==> src/rtl/cpu_controller.sv <==
// Phase-sequencing control unit for the 8-bit RISC CPU.
// Steps an 8-phase instruction cycle and decodes every datapath strobe from phase, opcode and zero flag.
module cpu_controller #(
    parameter int OP_CODE_WIDTH = 3,
    parameter int PHASE_WIDTH   = 3
) (
    input  logic                     clk,
    input  logic                     n_rst,
    input  logic                     en,
    input  logic [OP_CODE_WIDTH-1:0] op_code,
    input  logic                     zero,
    output logic                     sel,
    output logic                     rd,
    output logic                     ld_ir,
    output logic                     inc_pc,
    output logic                     ld_pc,
    output logic                     ld_ac,
    output logic                     wr,
    output logic                     data_e,
    output logic                     halt,
    output logic [PHASE_WIDTH-1:0]   phase
);

    typedef enum logic [PHASE_WIDTH-1:0] {
        INST_ADDR  = 'd0,
        INST_FETCH = 'd1,
        INST_LOAD  = 'd2,
        IDLE       = 'd3,
        OP_ADDR    = 'd4,
        OP_FETCH   = 'd5,
        ALU_OP     = 'd6,
        STORE      = 'd7
    } phase_t;

    localparam logic [OP_CODE_WIDTH-1:0] OP_HLT = 'd0;
    localparam logic [OP_CODE_WIDTH-1:0] OP_SKZ = 'd1;
    localparam logic [OP_CODE_WIDTH-1:0] OP_ADD = 'd2;
    localparam logic [OP_CODE_WIDTH-1:0] OP_AND = 'd3;
    localparam logic [OP_CODE_WIDTH-1:0] OP_XOR = 'd4;
    localparam logic [OP_CODE_WIDTH-1:0] OP_LDA = 'd5;
    localparam logic [OP_CODE_WIDTH-1:0] OP_STO = 'd6;
    localparam logic [OP_CODE_WIDTH-1:0] OP_JMP = 'd7;

    phase_t phase_q;
    logic   halted_q;
    logic   is_hlt;
    logic   is_alu;

    // Opcode is decoded live from the IR; it is never latched here.
    assign is_hlt = (op_code == OP_HLT);
    assign is_alu = (op_code == OP_ADD) || (op_code == OP_AND) ||
                    (op_code == OP_XOR) || (op_code == OP_LDA);

    // A halt seen on an enabled edge in OP_ADDR freezes the phase there until reset.
    always_ff @(posedge clk or negedge n_rst) begin
        if (!n_rst) begin
            phase_q  <= INST_ADDR;
            halted_q <= 1'b0;
        end else if (en && !halted_q) begin
            if (phase_q == OP_ADDR && is_hlt) begin
                halted_q <= 1'b1;
            end else begin
                phase_q <= phase_t'(phase_q + 1'b1);
            end
        end
    end

    always_comb begin
        sel    = 1'b0;
        rd     = 1'b0;
        ld_ir  = 1'b0;
        inc_pc = 1'b0;
        ld_pc  = 1'b0;
        ld_ac  = 1'b0;
        wr     = 1'b0;
        data_e = 1'b0;
        halt   = halted_q;
        if (!halted_q) begin
            case (phase_q)
                INST_ADDR: begin
                    sel = 1'b1;
                end
                INST_FETCH: begin
                    sel = 1'b1;
                    rd  = 1'b1;
                end
                INST_LOAD, IDLE: begin
                    sel   = 1'b1;
                    rd    = 1'b1;
                    ld_ir = 1'b1;
                end
                OP_ADDR: begin
                    inc_pc = 1'b1;
                    halt   = is_hlt;
                end
                OP_FETCH: begin
                    rd = is_alu;
                end
                ALU_OP: begin
                    rd     = is_alu;
                    inc_pc = (op_code == OP_SKZ) && zero;
                    ld_pc  = (op_code == OP_JMP);
                    data_e = (op_code == OP_STO);
                end
                STORE: begin
                    rd     = is_alu;
                    ld_ac  = is_alu;
                    ld_pc  = (op_code == OP_JMP);
                    wr     = (op_code == OP_STO);
                    data_e = (op_code == OP_STO);
                end
                default: begin
                    sel = 1'b0;
                end
            endcase
        end
    end

    assign phase = phase_q;

endmodule

==> config.mk <==
export PLATFORM = sky130hd
export DESIGN_NAME = cpu_controller
export DESIGN_NICKNAME = d
export VERILOG_FILES = /design/src/rtl/cpu_controller.sv
export SDC_FILE = /design/constraint.sdc
export NUM_CORES = 1
export LEC_CHECK = 0
export CAP_MARGIN = 20
export CORE_AREA = 5 5 42 44
export CTS_CLUSTER_SIZE = 40
export DETAILED_ROUTE_END_ITERATION = 7
export DIE_AREA = 0 0 47 49
export HOLD_SLACK_MARGIN = 0.06
export PLACE_DENSITY = 0.67
export SLEW_MARGIN = 20
export SYNTH_ARGS = -nofsm -noshare
export SYNTH_HDL_FRONTEND = slang
export SYNTH_SLANG_ARGS = --single-unit
==> constraint.sdc <==
create_clock -name clk -period 1.89 [get_ports clk]
set_clock_uncertainty 0.2 [all_clocks]
set_input_delay 0.4725 -clock clk [delete_from_list [all_inputs] [get_ports clk]]
set_output_delay 0.4725 -clock clk [all_outputs]
set_load 0.02 [all_outputs]
==> metrics.txt, run 1 <==
unique cell type count in the Yosys netlist 25; core footprint around 0.0014 mm2; achievable clock frequency roughly 440 MHz; Num CTS Buffers 3; peak supply drop 1050 uV; Inst Count DP 96; startpoint types register; Slew HR around four fifths; Hold Path Class in -> async; clock buffer depth 2; Antenna Violating Nets Remaining 0; Non-Filler Instances 105; Pre-antenna DRT Iters 3; GRT Residual Overflow 0; routed vias roughly 510; R2R depth 7; crit path capture type output pin; hold buffers post-CTS 0; Final setup viols 10; clk slew on worst S/H paths roughly 0.04 ns; antenna violations before repair 0; post-layout net count 103; end of the critical path sel; R2R setup slack -0.04 ns; Post-Route WL around 1400 um; clock sinks 4; sequential fraction of the synthesis area between 20% and 30%; CTS root buf clkbuf_4; final non-filler cell area around 1000 um2; final number of max-transition violations 0; H-tree depth 1; CP required around 1.2 ns; dpl cell area 870 um2; Final Hold Fails 0; failing checks setup timing; Crit path arrival time roughly 1.6 ns; Crit Path Max Fanout 5; Yosys top cell by area dfrtp_1; Post-Syn Instances 43; first-pass GRT wire length 2260 um; RSZ-0062 raised after global routing yes; post-synth top area share between 20% and 30%; die area around 0.0023 mm2; routability cong. ~0.67; DP Wirelength approximately 1100 um; I/O Pins 19; Mapped Nets 56; DR DRC count 0; Cell Pwr Density between 1500 and 2000 mW/mm2; routed len/inst ~14 um; port bufs 18; Clk Latency, worst-skew pair 0.24 ns; largest net degree at the start of global routing 8; Static Leakage 0.450 nW; synth warn 0; max-cap violations 0; FF-to-FF Start phase[1]; ranking of synthesized cells by area dfrtp_1 24%, ha_1 18%, o41ai_4 6.5%, xnor2_1 4.2%, a21oi_1 3.6%; share of cells above drive strength 1 80.9%; total negative slack -2.58 ns; Reg2Reg Capture Point phase[1]; kind of critical path reg -> out; vias in the first global route 528; status finished, violations left; row cnt 14; n_diodes 0; worst slack at placement -0.970 ns; post-DR vias/cell ~4.8; Crit. Startpoint phase[0]; worst setup margin -0.393 ns; Post-Syn Area per Cell around 9.8 um2; Syn-to-layout area delta 137%; Final Critical Period between 2 and 2.5 ns; mapped cell area 422 um2; Tot GR Track Use 13.6%; CTS tree done; Die W between 40 and 50 um; ratio of final minimum period to clock period 121%; Die Ht a little under 50 um; Seq cells post-synth 4; Initial Util between 30% and 40%; drt first-iter violations 1; worst-margin pin slew 0.323 ns
==> cell families after synthesis <==
family                   synth area share, %
adder cells (fa/ha/maj)                 17.8
AO/OA/AOI/OAI                           17.5
multiplexers                            3.56
flip-flops                              23.7
AND/OR/NAND/NOR                         28.5
buffers and inverters                   4.75
XOR/XNOR                                4.16
==> layer usage <==
metal,GRT usage (%),vias to the layer above,wire length (um)
met5,0,-,0
met4,8.29,0,40
met3,1.11,4,44
met2,24.0,13,822
met1,14.7,236,537
li1,-,252,-
==> power breakdown <==
| part | switching [mW] | leakage [nW] | internal (mW) |
|---|---|---|---|
| clock network | 0.0387 | 0.0150 | 0.0795 |
| registers | 0.0810 | 0.0421 | 0.139 |
| logic | 0.586 | 0.393 | 0.716 |
| total | 0.706 | 0.450 | 0.935 |
==> how the worst min path moves through the flow <==
stage | cells after the start | end
2_1_floorplan | 0 | halted_q
3_3_place_gp | 2 | phase[0]
3_5_place_dp | 2 | phase[0]
4_1_cts | 1 | phase[0]
5_1_grt | 1 | phase[0]
6_report | 1 | phase[0]
==> Yosys cell counts <==
cell type / n
a21o_1: 1
a31oi_1: 1
nor2_1: 2
dfrtp_1: 4
nand2_1: 1
mux2_4: 1
a311oi_1: 1
ha_1: 6
inv_1: 4
nand3b_1: 1
xnor2_1: 2
buf_2: 1
nand2_2: 1
o22a_1: 1
nor4_1: 2
and4bb_2: 1
nor3b_2: 1
or2_1: 1
a21oi_1: 3
nor3b_1: 2
nor2b_4: 1
or3_1: 1
or2_2: 1
nor3_1: 2
o41ai_4: 1
==> cells in the final DEF, fill, tap and decap left out, types with 2 or more instances in the layout <==
cell and instances:
dfrtp_2 4, clkbuf_2 3, nor3_2 2, buf_6 8, inv_1 2, xnor2_2 2, or2_4 2, clkbuf_4 3
nor3b_4 2, clkdlybuf4s50_1 2, dlygate4sd2_1 4, ha_4 5, buf_4 25
==> layout make-up <==
cell class / count / area (um2)
multi-input combinational: 34 / 478
fill: 120 / 402
timing repair buffer: 43 / 353
sequential: 4 / 105
clock buffer: 4 / 26.3
tap: 16 / 20.0
inverter: 4 / 17.5
==> what timing repair did <==
item | CTS | global route
setup endpoints to repair | 14 | 10
gates resized for setup | 71 | 10
pin swaps | 14 | 6
setup buffers | 3 | 3
==> registers in the layout, summed over array words and instances, names as in the netlist <==
register / cells
halted_q: 1
phase: 3
==> worst max-delay path, stage by stage (launching register included) <==
cell and delay (ns):
dfrtp_2 0.45, inv_4 0.07, ha_4 0.17, or3_1 0.38, a21oi_2 0.15, nor2_2 0.05, buf_6 0.12
==> per-stage QoR <==
| stage | utilization (%) | power (mW) | hold slack, ns |
|---|---|---|---|
| after CTS | 68.8 | 1.57 | 0.223 |
| final | 71.3 | 1.64 | 0.229 |
| after global routing | 71.3 | 1.75 | 0.222 |
| after global placement | 62.1 | 1.27 | 0.464 |
| after floorplan | - | 0.806 | -0.0231 |
| after detailed placement | 62.1 | 1.30 | 0.464 |
Note: power is estimated with default switching activity, not from simulation.
==> inputs of run 2 (changes only) <==
CORE_AREA = 2 2 39 41   (was 5 5 42 44)
DIE_AREA = 0 0 41 43   (was 0 0 47 49)
==> metrics.txt, run 2 (synthesis results as in run 1) <==
status finished, violations left; failing checks setup timing; Crit path arrival time 1.62 ns (about the same); Slew HR 77.6% (-0.75 points); startpoint types register; most frequent cells in the layout 23 x buf_4, 7 x buf_6, 5 x ha_4, 5 x dlygate4sd2_1; Cell Pwr Density 1630 mW/mm2 (-0.42%); Syn-to-layout area delta 130%; CP required 1.22 ns (about the same); Pre-antenna DRT Iters 2 (-1); DR DRC count 0 (unchanged); max-cap violations 0 (unchanged); total negative slack -2.40 ns (+0.173 ns); row cnt 14 (unchanged); routed vias 478 (-5.3%); critical-path cell list inv_2 > ha_2 > or3_4 > a21oi_2 > nor2_2 > buf_6; routed len/inst 11.6 um (-16%); combinational power share 79.6% (+0.2 points); Clk Latency, worst-skew pair 0.24 ns (about the same); Initial Util 30.5% (+0.38 points); Crit Path Max Fanout 4 (-1); Post-Route WL 1170 um (-19%); Static Leakage 0.415 nW (-7.8%); I/O Pins 19 (unchanged); post-layout net count 99 (-3.9%); switching power 0.682 mW (-3.4%); routability cong. 0.688 (+3.1%); vias in the first global route 502 (-4.9%); clock sinks 4 (unchanged); port bufs 18 (unchanged); ratio of final minimum period to clock period 121% (+0.26 points); Final setup viols 9 (-1); die area 0.00176 mm2 (-23%); final non-filler cell area 970 um2 (-3.0%); largest net degree at the start of global routing 8 (unchanged); kind of critical path reg -> out; post-DR vias/cell 4.73 (-1.6%); worst-margin pin slew 0.335 ns (+0.0112 ns); max FFs per register 3 (unchanged); Die Ht 43 um (-12%); CTS root buf clkbuf_4; drt first-iter violations 6 (+5); slowest CP cell dfrtp_2; Final Hold Fails 0 (unchanged); Inst Count DP 95 (-1.0%); CTS tree done; Die W 41 um (-13%); achievable clock frequency 437 MHz (-0.21%); DP Wirelength 884 um (-20%); Max stage delay on crit path 0.43 ns (-0.02 ns); GRT Residual Overflow 0 (unchanged); crit path capture type output pin; Non-Filler Instances 101 (-3.8%); Antenna Violating Nets Remaining 0 (unchanged); Num CTS Buffers 3 (unchanged); Tot GR Track Use 17.2% (+3.6 points); RSZ-0062 raised after global routing yes; Final Critical Period 2.29 ns (+0.00489 ns); clock buffer depth 2 (unchanged); Hold Path Class in -> async; peak supply drop 1130 uV (+7.2%); clk slew on worst S/H paths 0.04 ns (about the same); clock power share 7.5% (+0.3 points); antenna violations before repair 0 (unchanged); commonest non-fill, non-tap cell in the layout buf_4; fin util 70.1% (-1.3 points); n_diodes 0 (unchanged); worst setup margin -0.398 ns (-0.00489 ns); share of cells above drive strength 1 76.5% (-4.4 points); Fill cells 111 (-7.5%); core footprint 0.00138 mm2 (-1.2%); dpl cell area 862 um2 (-0.86%); H-tree depth 1 (unchanged); sequential power share 12.9% (-0.5 points); first-pass GRT wire length 2020 um (-10%); sw frac 43.0% (about the same); Cell Int Power 0.903 mW (-3.4%); final number of max-transition violations 0 (unchanged)
-- run 2: timing repair --
action	4_1_cts	5_1_grt
setup buffers	2	0
endpoints found under the setup margin	14	10
hold buffers	0	0
gates resized for setup	73	5
pin swaps	13	4
-- run 2: final timing paths --
check / start / end / slack (ns) / cells past startpoint
max in group asynchronous: n_rst / phase[2] / 1.08 / 1
setup reg to reg: phase[0] / phase[1] / 0.07 / 6
hold / removal: n_rst / phase[0] / 0.23 / 1
setup / recovery: phase[1] / sel / -0.40 / 6
hold reg to reg: halted_q / halted_q / 0.50 / 2
min in group clk: halted_q / halted_q / 0.50 / 2
-- run 2: layout make-up --
cell class	count	area [um2]	area share (%)
clock buffers	4	26.3	2.71
well taps	16	20.0	2.06
repair buffers	39	330	34.1
multi-input cells	34	472	48.6
flip-flops and latches	4	104	10.7
inverters	4	17.5	1.81
-- run 2: stage by stage --
step / hold WS, ns / power (mW) / worst slack, ns
after detailed placement: 0.455 / 1.25 / -0.945
after global routing: 0.222 / 1.72 / -0.485
after global placement: 0.454 / 1.25 / -0.938
final: 0.229 / 1.58 / -0.398
after floorplan: -0.0231 / 0.806 / -0.110
after CTS: 0.224 / 1.52 / -0.401
-- run 2: routing by layer --
metal  part of all wire (%)  global-route usage [%]  vias up
met5                      0                       0        -
met4                      0                    10.0        0
met3                    2.7                    3.14        0
met2                     56                    27.5       10
met1                     42                    20.2      226
li1                       -                       -      242
-- run 2: power by group through the flow --
| stage | registers, mW | logic [mW] | clock network, mW |
|---|---|---|---|
| global placement | 0.194 | 1.05 | 0 |
| finish | 0.205 | 1.26 | 0.119 |
| detailed placement | 0.194 | 1.06 | 0 |
| global route | 0.215 | 1.37 | 0.140 |
| floorplan | 0.245 | 0.561 | 0 |
| CTS | 0.205 | 1.19 | 0.127 |
-- run 2: worst max-delay path, delay by kind of cell, from the launching register on --
kind | cells | cell delay [ns]
DFF | 1 | 0.43
adders and majority gates | 1 | 0.20
buffers and inverters | 2 | 0.19
AOI/OAI and AO/OA | 1 | 0.14
and+or+nand+nor | 2 | 0.41
